## config.mk

```make
export PLATFORM = sky130hd
export DESIGN_NAME = and_unit_arbiter
export DESIGN_NICKNAME = d
export VERILOG_FILES = /design/src/rtl/and_unit_arb_pkg.sv /design/src/rtl/and_unit_arbiter_and_unit.sv /design/src/rtl/and_unit_arbiter.sv
export SDC_FILE = /design/constraint.sdc
export NUM_CORES = 1
export LEC_CHECK = 0
export BUFFER_PORTS_ARGS = -buffer_cell sky130_fd_sc_hd__buf_4
export CAP_MARGIN = 0
export CORE_ASPECT_RATIO = 1.25
export CORE_MARGIN = 3
export CORE_UTILIZATION = 48
export CTS_CLUSTER_DIAMETER = 50
export DETAILED_ROUTE_END_ITERATION = 6
export GPL_ROUTABILITY_DRIVEN = 0
export GPL_TIMING_DRIVEN = 0
export PLACE_DENSITY_LB_ADDON = 0.12
export SYNTH_ARGS = -nofsm -noshare
export SYNTH_HDL_FRONTEND = slang
export SYNTH_SLANG_ARGS = --single-unit
```

## constraint.sdc

```tcl
create_clock -name clk -period 3.65 [get_ports clk]
set_input_delay 0 -clock clk [delete_from_list [all_inputs] [get_ports clk]]
set_output_delay 0 -clock clk [all_outputs]
set_load 0.02 [all_outputs]
```

## src/rtl/and_unit_arb_pkg.sv

```systemverilog
`default_nettype none
// ============================================================================
// Module      : and_unit_arb_pkg
// Description : Shared constants, occupancy encoding and the round-robin
//               pick function used by the AND-unit arbiter.
// Revision    : 1.0  initial release
// ============================================================================
package and_unit_arb_pkg;

    localparam int DEF_WIDTH   = 8;
    localparam int DEF_NUM_REQ = 4;

    // Upper bound on requesters; rr_pick works on vectors of this size so a
    // single function serves every NUM_REQ instance.
    localparam int MAX_REQ   = 16;
    localparam int MAX_IDX_W = 4;

    // Pipeline occupancy, encoded as {s2_v, s1_v}.
    typedef enum logic [1:0] {
        OCC_EMPTY = 2'b00,
        OCC_S1    = 2'b01,
        OCC_S2    = 2'b10,
        OCC_FULL  = 2'b11
    } occ_e;

    typedef struct packed {
        logic                 found;
        logic [MAX_IDX_W-1:0] idx;
    } pick_t;

    // First valid index at or above ptr, wrapping at num_req. Bits of valid
    // at or above num_req are ignored.
    function automatic pick_t rr_pick(input logic [MAX_REQ-1:0]   valid,
                                      input logic [MAX_IDX_W-1:0] ptr,
                                      input int                   num_req);
        pick_t r;
        int    idx;
        r = '0;
        for (int off = 0; off < MAX_REQ; off++) begin
            idx = int'(ptr) + off;
            if (idx >= num_req) begin
                idx = idx - num_req;
            end
            if ((off < num_req) && !r.found && valid[idx[MAX_IDX_W-1:0]]) begin
                r.found = 1'b1;
                r.idx   = idx[MAX_IDX_W-1:0];
            end
        end
        return r;
    endfunction

endpackage
`default_nettype wire

```

## src/rtl/and_unit_arbiter_and_unit.sv

```systemverilog
`default_nettype none
// ============================================================================
// Module      : and_unit
// Description : Registered bitwise AND (c <= a & b) with load enable. The
//               tag travels alongside the result so the response carries the
//               originating requester index.
// Ports       : clk, rst      clock / synchronous active-high reset
//               load_i        capture a & b and tag this edge
//               a_i, b_i      operands
//               tag_i         requester index accompanying the operands
//               c_o, tag_o    registered result and tag
// Revision    : 1.0  initial release
// ============================================================================
module and_unit
    import and_unit_arb_pkg::*;
#(
    parameter int WIDTH = DEF_WIDTH,
    parameter int TAG_W = 2
) (
    input  logic             clk,
    input  logic             rst,
    input  logic             load_i,
    input  logic [WIDTH-1:0] a_i,
    input  logic [WIDTH-1:0] b_i,
    input  logic [TAG_W-1:0] tag_i,
    output logic [WIDTH-1:0] c_o,
    output logic [TAG_W-1:0] tag_o
);

    logic [WIDTH-1:0] c_q;
    logic [TAG_W-1:0] tag_q;

    always_ff @(posedge clk) begin
        if (rst) begin
            c_q   <= '0;
            tag_q <= '0;
        end else if (load_i) begin
            c_q   <= a_i & b_i;
            tag_q <= tag_i;
        end
    end

    assign c_o   = c_q;
    assign tag_o = tag_q;

endmodule
`default_nettype wire

```

## src/rtl/and_unit_arbiter.sv

```systemverilog
`default_nettype none
// ============================================================================
// Module      : and_unit_arbiter
// Description : Arbitrates NUM_REQ valid/ready requesters onto one shared
//               registered AND unit. Two-stage pipeline: S1 holds the issued
//               operand pair and id, S2 (the and_unit) holds the result and
//               id. Results return over rsp_* with backpressure.
// Config      : AND_UNIT_ARBITER_FIXED_PRIO_EN defined -> fixed priority
//               (lowest valid index wins, no pointer). Undefined (default)
//               -> round-robin starting from ptr.
// Ports       : clk, rst            clock / synchronous active-high reset
//               req_valid/req_ready per-requester handshake (ready one-hot)
//               req_a, req_b        packed operands, slice [i*WIDTH +: WIDTH]
//               rsp_valid/rsp_ready result handshake
//               rsp_c, rsp_id       result and originating requester index
// Revision    : 1.0  initial release
// ============================================================================
module and_unit_arbiter
    import and_unit_arb_pkg::*;
#(
    parameter int NUM_REQ = DEF_NUM_REQ,
    parameter int WIDTH   = DEF_WIDTH,
    parameter int ID_W    = $clog2(NUM_REQ)
) (
    input  logic                     clk,
    input  logic                     rst,
    input  logic [NUM_REQ-1:0]       req_valid,
    output logic [NUM_REQ-1:0]       req_ready,
    input  logic [NUM_REQ*WIDTH-1:0] req_a,
    input  logic [NUM_REQ*WIDTH-1:0] req_b,
    output logic                     rsp_valid,
    input  logic                     rsp_ready,
    output logic [WIDTH-1:0]         rsp_c,
    output logic [ID_W-1:0]          rsp_id
);

    // ------------------------------------------------------------------
    // State
    // ------------------------------------------------------------------
    logic             s1_v_q,  s1_v_d;
    logic [WIDTH-1:0] s1_a_q,  s1_a_d;
    logic [WIDTH-1:0] s1_b_q,  s1_b_d;
    logic [ID_W-1:0]  s1_id_q, s1_id_d;
    logic             s2_v_q,  s2_v_d;

    logic             w_adv1;
    logic             w_adv2;
    logic             w_accept;
    logic             w_s2_load;
    pick_t            w_pick;
    logic [ID_W-1:0]  w_grant_id;
    logic [WIDTH-1:0] w_sel_a;
    logic [WIDTH-1:0] w_sel_b;
    occ_e             w_occ;

    // ------------------------------------------------------------------
    // Advance: S2 moves when empty or being consumed; S1 moves when empty
    // or when S2 can take its contents.
    // ------------------------------------------------------------------
    assign w_adv2    = !s2_v_q || rsp_ready;
    assign w_adv1    = !s1_v_q || w_adv2;
    assign w_s2_load = w_adv2 && s1_v_q;

    // ------------------------------------------------------------------
    // Grant selection
    // ------------------------------------------------------------------
`ifdef AND_UNIT_ARBITER_FIXED_PRIO_EN
    always_comb begin
        w_pick = rr_pick(MAX_REQ'(req_valid), '0, NUM_REQ);
    end
`else
    logic [ID_W-1:0] ptr_q, ptr_d;

    always_comb begin
        w_pick = rr_pick(MAX_REQ'(req_valid), MAX_IDX_W'(ptr_q), NUM_REQ);
    end
`endif

    assign w_grant_id = ID_W'(w_pick.idx);

    // One-hot ready and operand mux. Ready is suppressed during reset so no
    // requester believes it was accepted by an edge that discards state.
    always_comb begin
        req_ready = '0;
        w_sel_a   = '0;
        w_sel_b   = '0;
        for (int i = 0; i < NUM_REQ; i++) begin
            if (int'(w_pick.idx) == i) begin
                req_ready[i] = w_pick.found && w_adv1 && !rst;
                w_sel_a      = req_a[i*WIDTH +: WIDTH];
                w_sel_b      = req_b[i*WIDTH +: WIDTH];
            end
        end
    end

    assign w_accept = |req_ready;

    // ------------------------------------------------------------------
    // Next-state
    // ------------------------------------------------------------------
    always_comb begin
        s1_v_d  = s1_v_q;
        s1_a_d  = s1_a_q;
        s1_b_d  = s1_b_q;
        s1_id_d = s1_id_q;
        s2_v_d  = s2_v_q;

        // When S1 advances its old content has left (or it was empty), so
        // its valid simply reflects whether a new pair arrives.
        if (w_adv1) begin
            s1_v_d = w_accept;
            if (w_accept) begin
                s1_a_d  = w_sel_a;
                s1_b_d  = w_sel_b;
                s1_id_d = w_grant_id;
            end
        end

        if (w_adv2) begin
            s2_v_d = s1_v_q;
        end
    end

`ifndef AND_UNIT_ARBITER_FIXED_PRIO_EN
    always_comb begin
        ptr_d = ptr_q;
        if (w_accept) begin
            ptr_d = (int'(w_pick.idx) == NUM_REQ - 1) ? '0 : w_grant_id + ID_W'(1);
        end
    end

    always_ff @(posedge clk) begin
        if (rst) begin
            ptr_q <= '0;
        end else begin
            ptr_q <= ptr_d;
        end
    end
`endif

    always_ff @(posedge clk) begin
        if (rst) begin
            s1_v_q  <= 1'b0;
            s1_a_q  <= '0;
            s1_b_q  <= '0;
            s1_id_q <= '0;
            s2_v_q  <= 1'b0;
        end else begin
            s1_v_q  <= s1_v_d;
            s1_a_q  <= s1_a_d;
            s1_b_q  <= s1_b_d;
            s1_id_q <= s1_id_d;
            s2_v_q  <= s2_v_d;
        end
    end

    // ------------------------------------------------------------------
    // S2: the shared AND unit
    // ------------------------------------------------------------------
    and_unit #(
        .WIDTH (WIDTH),
        .TAG_W (ID_W)
    ) u_s2 (
        .clk    (clk),
        .rst    (rst),
        .load_i (w_s2_load),
        .a_i    (s1_a_q),
        .b_i    (s1_b_q),
        .tag_i  (s1_id_q),
        .c_o    (rsp_c),
        .tag_o  (rsp_id)
    );

    assign rsp_valid = s2_v_q;

    // ------------------------------------------------------------------
    // Handshake invariants
    // ------------------------------------------------------------------
    assign w_occ = occ_e'({s2_v_q, s1_v_q});

    always @(posedge clk) begin
        if (!rst) begin
            assert ((req_ready & ~req_valid) == '0);
            assert (!((w_occ == OCC_FULL) && !rsp_ready && (req_ready != '0)));
        end
    end

endmodule
`default_nettype wire
```

# After elaboration in Yosys (flattened, before gate mapping)
# Index checks and enable logic that the tools add are counted.
dict set report totals {
  regBits 32
  inputBits 71
  output_inout_bits 15
  wordCells 74
}
dict set report op_classes {
  addsub 8
  n_lt_le_gt_ge 8
  n_eq_ne 3
  n_mux 29
  bitwise 1
  n_reduce_logical 17
}
# operator count
set op_table {}
lappend op_table {{$mux W8} 8}
lappend op_table {{$lt A4 B5 Y1 const B} 4}
lappend op_table {{$mux W5} 4}
lappend op_table {{$bmux W1 S4} 4}
lappend op_table {{$mux W4} 4}
lappend op_table {{$sub A3 B3 Y4 const B} 3}
lappend op_table {{$ge A3 B3 Y1 const B} 3}
lappend op_table {{$and A8 B8 Y8} 1}
lappend op_table {{$eq A4 B3 Y1 const B} 2}
lappend op_table {{$mux W1} 8}
lappend op_table {{$add A2 B2 Y3 const B} 2}
lappend op_table {{$logic_and A1 B1 Y1} 6}
lappend op_table {{$logic_not A1 Y1} 6}
lappend op_table {{$eq A4 B2 Y1 const B} 1}
lappend op_table {{$logic_not A4 Y1} 1}
lappend op_table {{$reduce_or A4 Y1} 1}
lappend op_table {{$sub A2 B3 Y4 const B} 1}
lappend op_table {{$add A2 B1 Y3 const B} 1}
lappend op_table {{$ge A2 B3 Y1 const B} 1}
lappend op_table {{$add A2 B1 Y2 const B} 1}
lappend op_table {{$logic_or A1 B1 Y1} 2}
lappend op_table {{$mux W2} 1}
lappend op_table {{$reduce_and A2 Y1} 1}

# Depth between registers and ports, before layout
# Gate-level depths: netlist (run 1).
dict set report depth {
  depth_word 19
  ltp_mapped 13
  ltp_nobuf 8
}

# Cells and area by module
# Synthesis (run 1) repeated with hierarchy kept, for this count alone.
dict set report unflattened {
  hier_cells 280
  hier_area_um2 2242.2
}
# module n_inst cells_each area_each_um2 seq_area_each_um2
set by_module_without_submodules {}
lappend by_module_without_submodules {and_unit_arbiter 1 240 1869.3 440.4}
lappend by_module_without_submodules {and_unit 1 40 372.9 200.2}

# Worst setup path after synthesis (run 1)
# No wires, ideal clock.
dict set report synth_timing {
  kind {register to register}
  from {register ptr_q[1]}
  to {register s1_a_q[4]}
  setup_time_ns 0.128
  arrival_time_ns 2.547
  t_required_ns 3.522
  setup_slack_ns 0.975
  stages_incl_launch_ff 14
  n_path_buf 5
  synth_period_minus_slack_ns 2.675
  cell_sequence {dfxtp_1 > inv_1 > ha_1 > buf_6 > mux2i_1 > mux2i_1 > or4b_1 > buf_2 > and4b_4 > buf_6 > nand2b_4 > buf_8 > buf_12 > o221ai_2}
}
dict set report synth_via {
  elab_chain_cells 19
  word_cells_on_any_way 49
  cone_classes {7 x add/sub; 4 x order compare; 3 x eq/ne; 24 x mux; 11 x reduce/logical}
}
# element line_no
set synth_lines {}
lappend synth_lines {{from (decl)} and_unit_arbiter.sv:72} ;# logic [ID_W-1:0] ptr_q, ptr_d;
lappend synth_lines {{from (signal assigned)} and_unit_arbiter.sv:136} ;# ptr_q <= ptr_d;
lappend synth_lines {{parallel branches: the longest is 13 deep, another holds $sub A3 B3 Y4} -}
lappend synth_lines {{$mux W5 (*)} and_unit_arb_pkg.sv:44} ;# if ((off < num_req) && !r.found && valid[idx[MAX_IDX_W-1:0]]) begin
lappend synth_lines {{$logic_not A4 Y1 / $logic_and A1 B1 Y1 (equally long branches)} {and_unit_arbiter.sv:88, and_unit_arbiter.sv:89}}
lappend synth_lines {{$mux W8 / $logic_and A1 B1 Y1 (equally long branches)} {and_unit_arbiter.sv:88, and_unit_arbiter.sv:89}}
lappend synth_lines {{$mux W8 / $mux W1 (equally long branches)} and_unit_arbiter.sv:88} ;# if (int'(w_pick.idx) == i) begin
lappend synth_lines {{$mux W8 / $reduce_or A4 Y1 (equally long branches)} {and_unit_arbiter.sv:88, and_unit_arbiter.sv:96}}
lappend synth_lines {{$mux W8 / $reduce_and A2 Y1 (equally long branches)} -}
lappend synth_lines {{to (signal assigned)} and_unit_arbiter.sv:144} ;# s1_a_q <= '0;
lappend synth_lines {{to (signal assigned)} and_unit_arbiter.sv:150} ;# s1_a_q <= s1_a_d;
lappend synth_lines {{to (decl)} and_unit_arbiter.sv:41} ;# logic [WIDTH-1:0] s1_a_q, s1_a_d;
# Every way passes the cells marked *. The select of a mux whose other input is x is not followed.
# A chain may end at the register's enable or synchronous reset.

# Final worst setup path (run 1)
dict set report layout_timing {
  from {register ptr_q[1]}
  to {output port req_ready[3]}
}
dict set report layout_via {
  elab_chain_cells 17
  word_cells_on_any_way 37
  cone_classes {7 x add/sub; 4 x order compare; 1 x eq/ne; 17 x mux; 8 x reduce/logical}
}
# element line_no
set layout_lines {}
lappend layout_lines {{parallel branches: the longest is 13 deep, another holds $sub A3 B3 Y4} -}
lappend layout_lines {{$mux W5 (*)} and_unit_arb_pkg.sv:44}
lappend layout_lines {{parallel branches: the longest is 2 deep, another holds $eq A4 B3 Y1} -}
lappend layout_lines {{$mux W1 (*)} and_unit_arbiter.sv:88}
lappend layout_lines {{to (decl)} and_unit_arbiter.sv:28} ;# output logic [NUM_REQ-1:0] req_ready,
# Marked as above.

==> results of run 1 <==
worst max-delay path: cells and delay by family, from the launching register on:
kind | cells | cell delay [ns]
buf+inv | 7 | 1.06
flops | 1 | 0.45
simple gates | 4 | 0.86
fa+ha+maj | 1 | 0.36
mux | 2 | 0.29
layer usage:
layer,part of all wire,vias up,routed length (µm),GRT usage
met5,0,-,0,0
met4,0.014,0,76,0.0740
met1,0.37,897,2000,0.241
li1,-,1002,-,-
met3,0.062,8,333,0.0521
met2,0.55,59,2950,0.407
power groups by stage:
stage | Sequential, mW | Clock, mW | Combinational [mW]
2_1_floorplan | 0.492 | 0 | 0.577
3_3_place_gp | 0.503 | 0 | 0.759
3_5_place_dp | 0.506 | 0 | 0.774
6_report | 0.500 | 0.277 | 0.767
5_1_grt | 0.508 | 0.293 | 0.839
4_1_cts | 0.500 | 0.281 | 0.775
final cells by class:
type	count	area [µm²]	area share
Multi-Input combinational cell	173	1280	0.449
Sequential cell	32	641	0.224
Timing Repair Buffer	83	623	0.218
Clock buffer	8	90.1	0.0316
Tap cell	56	70.1	0.0245
Buffer	18	131	0.0460
Inverter	5	18.8	0.00657
layout by cell type (no fill, tap or decap), types with 7 or more instances in the layout:
master    Yosys  layout
clkbuf_1      6       8
buf_4         2      85
dfxtp_1      32      32
o221ai_2      9       9
o221ai_1      7       7
nand3_1       9       9
nor2_1        9       9
a21oi_1      14      14
mux2i_1      37      37
nand2_1      32      32
and2_1       16      16
stage by stage:
stage               total power [mW]  instance area [µm²]  setup WS (ns)
global route                    1.64                 2860          0.120
floorplan                       1.07                 2070          0.975
detailed placement              1.28                 2770          0.625
CTS                             1.56                 2860          0.336
global placement                1.26                 2770          0.673
finish                          1.54                 2860          0.352
Yosys cell counts, drive strengths merged (4+ instances only):
cell and count:
o221ai 16, nand2 33, dfxtp 32, nand2b 4
mux2i 37, inv 5, a21oi 14, buf 12
nand3 9, and2 16, nor2 9, clkbuf 6
cell families after synthesis:
logic type,synth area share
compound gates,0.195
simple gates,0.211
buf+inv,0.0725
xor+xnor,0.00423
mux,0.190
fa+ha+maj,0.0181
flops,0.309
how the worst max path moves through the flow:
stage / startpoint / to / slack (ns) / depth (start not counted)
detailed placement: ptr_q[1] / s1_b_q[2] / 0.63 / 11
global route: ptr_q[1] / req_ready[3] / 0.12 / 14
CTS: ptr_q[1] / req_ready[3] / 0.34 / 14
finish: ptr_q[1] / req_ready[3] / 0.35 / 14
global placement: ptr_q[1] / s1_b_q[0] / 0.67 / 11
floorplan: ptr_q[1] / s1_a_q[4] / 0.98 / 13
sequential cells by signal, summed over array words and instances, names as in the netlist:
name / count
ptr_q: 2
rsp_valid: 1
s1_a_q: 8
s1_b_q: 8
s1_id_q: 2
s1_v_q: 1
u_s2.c_o: 8
u_s2.tag_o: 2
==> flow_summary_export.csv, run 1 <==
group,metric,value,unit
clock_tree,post_cts.resized_instances,0,
routing,ant_nets,0,
sta,rsz_0062_raised_after_global_routing,"no",
worst_setup_path,worst-endpoint-arrival,3.30,ns
pwr,switching_power,0.567,mW
die,area_enclosed_by_the_die_boundary,5150,µm²
worst_setup_path,path_cells,"inv_1 -> ha_1 -> buf_6 -> mux2i_1 -> mux2i_1 -> or4b_1 -> buf_2 -> and4b_4 -> buf_6 -> nand2b_4 -> buf_8 -> buf_12 -> nor2_1 -> buf_4",
sta,total_negative_slack_for_setup_checks,0,ns
sta,tightest_slew,0.729,ns
logic_synthesis,seq_area_frac_synth,0.309,
global_routing,total_global_route_track_usage,0.220,
global_routing,grt_start_max_net_pins,11,
min_path,hold_depth,3,
routing,drt-wirelength-per-cell,14.3,µm
cells_and_area,nFillCells,382,
routing,via_per_inst,5.24,
pwr,leakagePower,1.35,nW
worst_setup_path,slowest_cp_cell,"or4b_1",
pwr,share_seq_of_total_power,0.324,
clock_tree,clock_latency,0.28,ns
logic_synthesis,postSynthAreaPerCell,9.09,µm²
sta,min_period_over_period,0.904,
global_routing,gr-total-overflow,0,
sta,timing.fmax,303,MHz
worst_setup_path,timing.rr.start,"ptr_q[1]",
logic_synthesis,synth.ff_latch_count,32,
logic_synthesis,synthesis.nets,302,
cells_and_area,final_cells,375,
min_path,hold_end,"s1_a_q[1]",
logic_synthesis,postSynth.topFlopCell,"dfxtp_1",
worst_setup_path,crit_path_max_incr_delay,0.53,ns
sta,period_needed,3.30,ns
min_path,worst_hold_startpoint,"req_a[9]",
cells_and_area,antenna_cells,0,
global_routing,vias_in_the_first_global_route,1963,
sta,slew_viol_final,0,
logic_synthesis,cell_count_after_synthesis,228,
pwr,power.share.clock,0.180,
min_path,worstHoldPathType,"input pin to flip-flop",
clock_tree,ctsRootBufferMaster,"clkbuf_8",
worst_setup_path,r2r_slack,0.59,ns
cells_and_area,drive_above_1_share,0.370,
die,x_dimension_of_the_die,64.8,µm
placed_design,numPlacedInstances,367,
clock_tree,post_cts_repair_setup_buffers,0,
sta,setup_violations,0,
global_routing,global_route_wire_length_before_repair,8820,µm
pwr,cell_internal_pwr,0.976,mW
logic_synthesis,synth.lib_cells_used.distinct,42,
logic_synthesis,async_flop_share,0,
worst_setup_path,required_time_of_the_critical_path,3.65,ns
routing,dr.first_iter.drc_count,74,
die,fp-row-count,26,
placed_design,placement.io_buffers,83,
worst_setup_path,ff2ff_path_depth,11,
outcome,status,"finished, final reports clean",
worst_setup_path,r2r_end,"s1_b_q[0]",
logic_synthesis,ys.warnings.count,0,
logic_synthesis,mappedNetlistArea,2070,µm²
routing,detailedRoute.firstPassIterationCount,4,
pwr,p_sw_frac,0.368,
clock_tree,clk_transition_reported_paths,0.07,ns
logic_synthesis,synth.area.top_cells,"dfxtp_1, mux2i_1, o221ai_2",
flow_run,maxCapViolCount,0,
clock_tree,cts_sinks,32,
routing,post-route-drc-count,0,
clock_tree,number_of_buffers_inserted_during_clock_tree_synthesis,5,
sta,final_hold_violations,0,
cells_and_area,areaGrowthSynthToFinish,37.8,%
worst_setup_path,crit_path_class,"flip-flop to output pin",
cells_and_area,nets,392,
cells_and_area,fin_util,0.691,
logic_synthesis,synth-edff-count,0,
worst_setup_path,crit_path_end_kind,"output pin",
die,io_pins,86,
clock_tree,clock_tree.buffer_depth,2,
worst_setup_path,timing.critical_path.fanout_max,10,
die,core,4130,µm²
pwr,p_per_area,541,nW/µm²
routing,dr_total_vias,1966,
die,start_util,0.502,
routing,routed_wirelength,5360,µm
sta,timing.slew.headroom,0.514,
pwr,power_frac_comb,0.497,
global_routing,antenna_found_initial,0,
pwr,vdd.ir_drop.worst,0.000295,V
logic_synthesis,synth_top_area_share,0.309,
logic_synthesis,post-synth-top-area-cell,"dfxtp_1",
clock_tree,clock_tree_from_tritoncts,"done",
sta,final.setup_skew,0.00432,ns
placed_design,detailedPlacementHpwl,4250,µm
die,dieHeight,79.5,µm
clock_tree,cts_hold_repair.buffers,0,
worst_setup_path,crit_path_start_kind,"flip-flop",
sta,timing.hold.ws,0.0242,ns
clock_tree,cts_htree_levels,2,
Power figures use the tool's default switching activity.
==> run 2, diff against run 1 <==
--- a/config.mk
+++ b/config.mk
@@ -9,7 +9,7 @@
 export CAP_MARGIN = 0
 export CORE_ASPECT_RATIO = 1.25
 export CORE_MARGIN = 3
-export CORE_UTILIZATION = 48
+export CORE_UTILIZATION = 49
 export CTS_CLUSTER_DIAMETER = 50
 export DETAILED_ROUTE_END_ITERATION = 6
 export GPL_ROUTABILITY_DRIVEN = 0
@@ -17,4 +17,5 @@
 export PLACE_DENSITY_LB_ADDON = 0.12
 export SYNTH_ARGS = -nofsm -noshare
 export SYNTH_HDL_FRONTEND = slang
+export SYNTH_HIERARCHICAL = 1
 export SYNTH_SLANG_ARGS = --single-unit
==> flow_summary_export.csv, run 2 <==
group,metric,value,unit
die,area_enclosed_by_the_die_boundary,5430,µm²
logic_synthesis,postSynthAreaPerCell,8.01,µm²
min_path,worstHoldPathType,"input pin to flip-flop",
worst_setup_path,slowest_cp_cell,"mux4_2",
routing,ant_nets,0,
global_routing,grt_start_max_net_pins,11,
cells_and_area,final_design_area_no_fill,3300,µm²
worst_setup_path,buffers_inverters_on_critical_path,5,
routing,drt-wirelength-per-cell,15.0,µm
cells_and_area,antenna_cells,0,
clock_tree,cts_htree_levels,2,
worst_setup_path,worst-endpoint-arrival,3.56,ns
flow_run,maxCapViolCount,0,
sta,final_hold_violations,0,
worst_setup_path,crit_path_start_kind,"flip-flop",
routing,dr.first_iter.drc_count,77,
cells_and_area,final_common_cell,"buf_4",
cells_and_area,mostFrequentLayoutCells,"buf_4, a21oi_1, dfxtp_1",
pwr,vdd.ir_drop.worst,0.000503,V
sta,setup_violations,0,
sta,rsz_0062_raised_after_global_routing,"no",
die,start_util,0.526,
logic_synthesis,post-synth-top-area-cell,"dfxtp_1",
logic_synthesis,synth-edff-count,0,
cells_and_area,drive_above_1_share,0.401,
global_routing,grt_use_met2,0.482,
logic_synthesis,synth.area.top_cells,"dfxtp_1, a21oi_1, o21ai_2",
clock_tree,ctsRootBufferMaster,"clkbuf_8",
logic_synthesis,synth_top_area_share,0.286,
logic_synthesis,yosys-top-cells-count,"a21oi_1, dfxtp_1, nand2_1, nor2_1",
sta,tightest_slew,0.493,ns
placed_design,detailedPlacementHpwl,5050,µm
clock_tree,clock_tree.buffer_depth,2,
outcome,status,"finished, final reports clean",
cells_and_area,nets,466,
logic_synthesis,seq_area_frac_synth,0.286,
logic_synthesis,mappedNetlistArea,2240,µm²
logic_synthesis,synth.ff_latch_count,32,
logic_synthesis,synthesis.nets,358,
clock_tree,clk_transition_reported_paths,0.06,ns
placed_design,placement.cell_area,2950,µm²
global_routing,total_global_route_track_usage,0.253,
placed_design,placement.io_buffers,84,
worst_setup_path,path_cells,"buf_6 -> inv_1 -> ha_4 -> buf_6 -> mux4_2 -> nand2_1 -> a21oi_1 -> mux2i_2 -> inv_2 -> ha_2 -> clkbuf_2 -> a221oi_1 -> nor3_1 -> a21oi_1 -> o21ai_2",
die,fp-row-count,26,
logic_synthesis,cell_count_after_synthesis,280,
pwr,leakagePower,1.39,nW
cells_and_area,areaGrowthSynthToFinish,47.2,%
routing,routed_wirelength,6680,µm
die,core,4260,µm²
worst_setup_path,timing.critical_path.fanout_max,10,
cells_and_area,fin_util,0.775,
logic_synthesis,postSynth.topFlopCell,"dfxtp_1",
routing,detailedRoute.firstPassIterationCount,4,
sta,timing.fmax,296,MHz
worst_setup_path,crit_path_class,"flip-flop to flip-flop",
global_routing,antenna_found_initial,0,
logic_synthesis,async_flop_share,0,
worst_setup_path,required_time_of_the_critical_path,3.83,ns
sta,min_period_over_period,0.926,
pwr,p_per_area,840,nW/µm²
global_routing,gr-usage-met3,0.0657,
die,dieHeight,81.6,µm
clock_tree,cts_sinks,32,
logic_synthesis,yosys.cell_count.top_type,"a21oi_1",
clock_tree,clock_latency,0.28,ns
sta,final.setup_skew,0.00523,ns
worst_setup_path,crit_path_end_kind,"flip-flop",
die,x_dimension_of_the_die,66.5,µm
routing,dr_total_vias,2432,
sta,timing.slew.headroom,0.671,
worst_setup_path,critical_path.top_delay_family,"multiplexers",
sta,slew_viol_final,0,
global_routing,vias_in_the_first_global_route,2422,
global_routing,global_route_wire_length_before_repair,10500,µm
clock_tree,number_of_buffers_inserted_during_clock_tree_synthesis,5,
logic_synthesis,synth.lib_cells_used.distinct,40,
routing,via_per_inst,5.47,
worst_setup_path,crit_path_max_incr_delay,0.51,ns
die,io_pins,86,
global_routing,global_route_layer_with_the_greatest_usage,"met2",
global_routing,globalRouteMet1Util,0.258,
routing,post-route-drc-count,0,
global_routing,gr-total-overflow,0,
sta,period_needed,3.38,ns
clock_tree,clock_tree_from_tritoncts,"done",
logic_synthesis,ys.warnings.count,6,
[run 2: changes by cell type after synthesis, moves of 11 or more]
| cell | previous run | this run |
|---|---|---|
| nand3b_2 | 0 | 13 |
| mux2i_1 | 37 | 4 |
| and2_1 | 16 | 5 |
| a21oi_1 | 14 | 55 |
| nor2_1 | 9 | 23 |
| o21ai_2 | 0 | 17 |
| nand3b_1 | 0 | 17 |
[run 2: kinds of logic (layout without fill, tap and decap cells)]
family | Yosys count | after routing | share of synthesized area
adders and majority gates | 7 | 7 | 0.0391
AOI/OAI and AO/OA | 88 | 88 | 0.259
DFF | 32 | 32 | 0.286
and+or+nand+nor | 121 | 121 | 0.324
buffers and inverters | 26 | 135 | 0.0580
muxes | 6 | 6 | 0.0346
[run 2: what timing repair did]
action                                  in CTS  in global routing
endpoints found under the setup margin      25                 25
pin swaps                                    3                  1
hold buffers                                15                  0
resized for setup                           16                 15
cloned                                       0                  0
endpoints found under the hold margin       15                  0
setup buffers                                4                  0
[run 2: worst paths after layout]
check,from,end,slack [ns],cells after the start
setup / recovery,ptr_q[0],s1_a_q[7],0.27,15
hold / removal,req_a[28],s1_a_q[4],0.001,3
setup reg to reg,ptr_q[0],s1_a_q[7],0.27,15
hold reg to reg,u_s2/c_o[4],u_s2/c_o[4],0.47,2
[run 2: per-layer routing]
| metal | vias to the layer above | share of wire |
|---|---|---|
| li1 | 1216 | - |
| met1 | 1119 | 0.38 |
| met2 | 81 | 0.54 |
| met3 | 16 | 0.057 |
| met4 | 0 | 0.024 |
| met5 | - | 0 |
[run 2: final cells by class]
class	count	area (µm²)
fill	332	961
multi-input combinational	222	1540
buffer	20	134
clock buffer	8	90.1
inverter	4	15.0
timing repair buffer	103	811
sequential	32	646
tap	56	70.1
[run 2: report_power, final]
| part | internal [mW] | total (mW) | switching [mW] | leakage, nW |
|---|---|---|---|---|
| sequential | 0.438 | 0.498 | 0.0601 | 0.263 |
| combinational | 0.872 | 2.00 | 1.13 | 1.08 |
| clock | 0.154 | 0.278 | 0.124 | 0.0455 |
| total | 1.46 | 2.77 | 1.31 | 1.39 |
[run 2: metrics by stage]
stage                     worst slack, ns  power [mW]  setup TNS (ns)  hold slack [ns]  instances
after floorplan                    0.0592        1.86               0            0.172        280
after detailed placement           -0.520        2.29           -9.77            0.271        420
after global routing               0.0436        3.00               0          0.00585        445
final                               0.271        2.77               0          0.00102        445
after CTS                         0.00556        2.71               0         0.000827        445
after global placement             -0.418        2.25           -7.85            0.264        420
[run 2: worst register-to-register path: cells and delay by family (launching register included)]
| kind | cells | cell delay (ns) |
|---|---|---|
| AOI/OAI and AO/OA | 4 | 0.65 |
| adders and majority gates | 2 | 0.52 |
| buffers and inverters | 5 | 0.70 |
| DFF | 1 | 0.39 |
| muxes | 2 | 0.80 |
| and+or+nand+nor | 2 | 0.22 |
==> run 3, diff against run 2 <==
--- a/config.mk
+++ b/config.mk
@@ -8,9 +8,10 @@
 export BUFFER_PORTS_ARGS = -buffer_cell sky130_fd_sc_hd__buf_4
 export CAP_MARGIN = 0
 export CORE_ASPECT_RATIO = 1.25
-export CORE_MARGIN = 3
+export CORE_MARGIN = 2
 export CORE_UTILIZATION = 49
 export CTS_CLUSTER_DIAMETER = 50
+export CTS_CLUSTER_SIZE = 20
 export DETAILED_ROUTE_END_ITERATION = 6
 export GPL_ROUTABILITY_DRIVEN = 0
 export GPL_TIMING_DRIVEN = 0
==> flow_summary_export.csv, run 3 (same netlist as run 2, synthesis figures left out) <==
group,metric,value,unit
global_routing,global_route_wire_length_before_repair,10900,µm
sta,tightest_slew,0.548,ns
placed_design,detailedPlacementHpwl,4880,µm
sta,timing.fmax,278,MHz
worst_setup_path,timing.rr.start,"ptr_q[0]",
placed_design,placement.cell_area,2950,µm²
placed_design,pre_cts_ws,-0.472,ns
routing,post-route-drc-count,0,
sta,min_period_over_period,0.985,
global_routing,gr-usage-met3,0.0536,
sta,timing.hold.ws,0.0266,ns
pwr,vdd.ir_drop.worst,0.000557,V
cells_and_area,fin_util,0.758,
die,x_dimension_of_the_die,64.5,µm
worst_setup_path,path_cells,"clkbuf_8 -> inv_1 -> ha_4 -> buf_6 -> mux4_1 -> nand2_1 -> a21oi_1 -> mux2i_2 -> buf_4 -> ha_4 -> nor4_4 -> a2111oi_4 -> buf_4 -> a21oi_1 -> a311oi_1",
die,io_pins,86,
clock_tree,clock_tree_from_tritoncts,"done",
worst_setup_path,ff2ff_path_depth,15,
clock_tree,cts_htree_levels,2,
worst_setup_path,r2r_slack,0.06,ns
worst_setup_path,slowest_cp_cell,"mux4_1",
placed_design,placement.io_buffers,84,
cells_and_area,antenna_cells,0,
die,fp-row-count,27,
pwr,leakagePower,1.41,nW
sta,final_hold_violations,0,
worst_setup_path,crit_path_start_kind,"flip-flop",
clock_tree,clock_latency,0.28,ns
sta,period_needed,3.59,ns
min_path,worst_hold_startpoint,"rsp_ready",
pwr,p_per_area,858,nW/µm²
routing,via_per_inst,5.59,
min_path,hold_end,"rsp_valid",
sta,setup_violations,0,
global_routing,gr-total-overflow,0,
clock_tree,clk_transition_reported_paths,0.06,ns
global_routing,grt_start_max_net_pins,11,
clock_tree,ctsRootBufferMaster,"clkbuf_8",
sta,slew_viol_final,0,
cells_and_area,nets,469,
min_path,hold_depth,4,
global_routing,globalRouteMet1Util,0.293,
cells_and_area,final_design_area_no_fill,3330,µm²
global_routing,vias_in_the_first_global_route,2476,
worst_setup_path,crit_path_max_incr_delay,0.57,ns
cells_and_area,mostFrequentLayoutCells,"buf_4, a21oi_1, dfxtp_1",
routing,drt-wirelength-per-cell,15.6,µm
global_routing,grt_use_met2,0.511,
sta,postLayoutSetupSlackWorst,0.0554,ns
worst_setup_path,timing.critical_path.fanout_max,10,
sta,timing.slew.headroom,0.630,
worst_setup_path,required_time_of_the_critical_path,3.83,ns
worst_setup_path,crit_path_class,"flip-flop to flip-flop",
worst_setup_path,r2r_end,"s1_id_q[0]",
clock_tree,number_of_buffers_inserted_during_clock_tree_synthesis,5,
die,dieHeight,79.6,µm
clock_tree,clock_tree.buffer_depth,2,
cells_and_area,drive_above_1_share,0.408,
sta,final.setup_skew,0.00376,ns
die,start_util,0.511,
outcome,status,"finished, final reports clean",
routing,routed_wirelength,7030,µm
worst_setup_path,worst-endpoint-arrival,3.78,ns
global_routing,antenna_found_initial,0,
global_routing,global_route_layer_with_the_greatest_usage,"met2",
clock_tree,cts_sinks,32,
min_path,worstHoldPathType,"input pin to flip-flop",
cells_and_area,final_common_cell,"buf_4",
routing,ant_nets,0,
cells_and_area,areaGrowthSynthToFinish,48.4,%
cells_and_area,final_cells,450,
global_routing,total_global_route_track_usage,0.273,
flow_run,maxCapViolCount,0,
worst_setup_path,crit_path_end_kind,"flip-flop",
routing,detailedRoute.firstPassIterationCount,4,
die,area_enclosed_by_the_die_boundary,5140,µm²
routing,dr.first_iter.drc_count,143,
routing,dr_total_vias,2516,
placed_design,numPlacedInstances,422,
die,core,4390,µm²
## run 3: cell types whose count changed in the layout (fill, tap and decap cells not counted), moves of 2 or more
cell | previous run | this run
buf_2 | 1 | 4
clkbuf_4 | 2 | 0
clkinv_2 | 0 | 2
buf_4 | 88 | 91
## run 3: how the worst max path moves through the flow
stage	to	slack (ns)	startpoint	depth (start not counted)
finish	s1_id_q[0]	0.06	ptr_q[0]	15
CTS	s1_b_q[6]	0.007	ptr_q[0]	17
floorplan	s1_a_q[0]	0.06	ptr_q[0]	16
global placement	s1_b_q[6]	-0.42	ptr_q[0]	16
detailed placement	s1_id_q[1]	-0.47	ptr_q[0]	17
global route	s1_id_q[0]	-0.06	ptr_q[1]	13
## run 3: what timing repair did
| action | in CTS | in global routing |
|---|---|---|
| hold buffers | 14 | 0 |
| hold endpoints to repair | 14 | 0 |
| resized for setup | 15 | 15 |
| endpoints found under the setup margin | 25 | 22 |
| buffers inserted | 2 | 6 |
| pin swaps | 2 | 4 |
## run 3: layout make-up
class | count | area (µm²)
inverter | 4 | 15.0
tap | 58 | 72.6
fill | 348 | 1060
clock inverter | 2 | 10.0
multi-input combinational | 222 | 1540
timing repair buffer | 106 | 828
buffer | 20 | 131
sequential | 32 | 644
clock buffer | 6 | 82.6
## run 3: stage by stage
step / power (mW) / setup TNS, ns
2_1_floorplan: 1.86 / 0
4_1_cts: 2.67 / 0
3_3_place_gp: 2.26 / -7.98
3_5_place_dp: 2.29 / -9.06
5_1_grt: 3.07 / -0.0678
6_report: 2.86 / 0
## run 3: power breakdown
| group | leakage [nW] | switching (mW) | internal (mW) | total (mW) |
|---|---|---|---|---|
| registers | 0.262 | 0.0601 | 0.437 | 0.497 |
| clock network | 0.0510 | 0.129 | 0.150 | 0.280 |
| logic | 1.09 | 1.18 | 0.896 | 2.08 |
| total | 1.41 | 1.37 | 1.48 | 2.86 |
## run 3: worst max-delay path, delay by kind of cell, from the launching register on
family	cells	cell delay, ns
muxes	2	0.88
AOI/OAI and AO/OA	4	0.83
adders and majority gates	2	0.46
DFF	1	0.40
buffers and inverters	5	0.75
and+or+nand+nor	2	0.16
## run 3: layer usage
layer | up-vias | wire, µm
met2 | 76 | 3820
met5 | - | 0
li1 | 1219 | -
met3 | 22 | 275
met1 | 1199 | 2690
met4 | 0 | 241
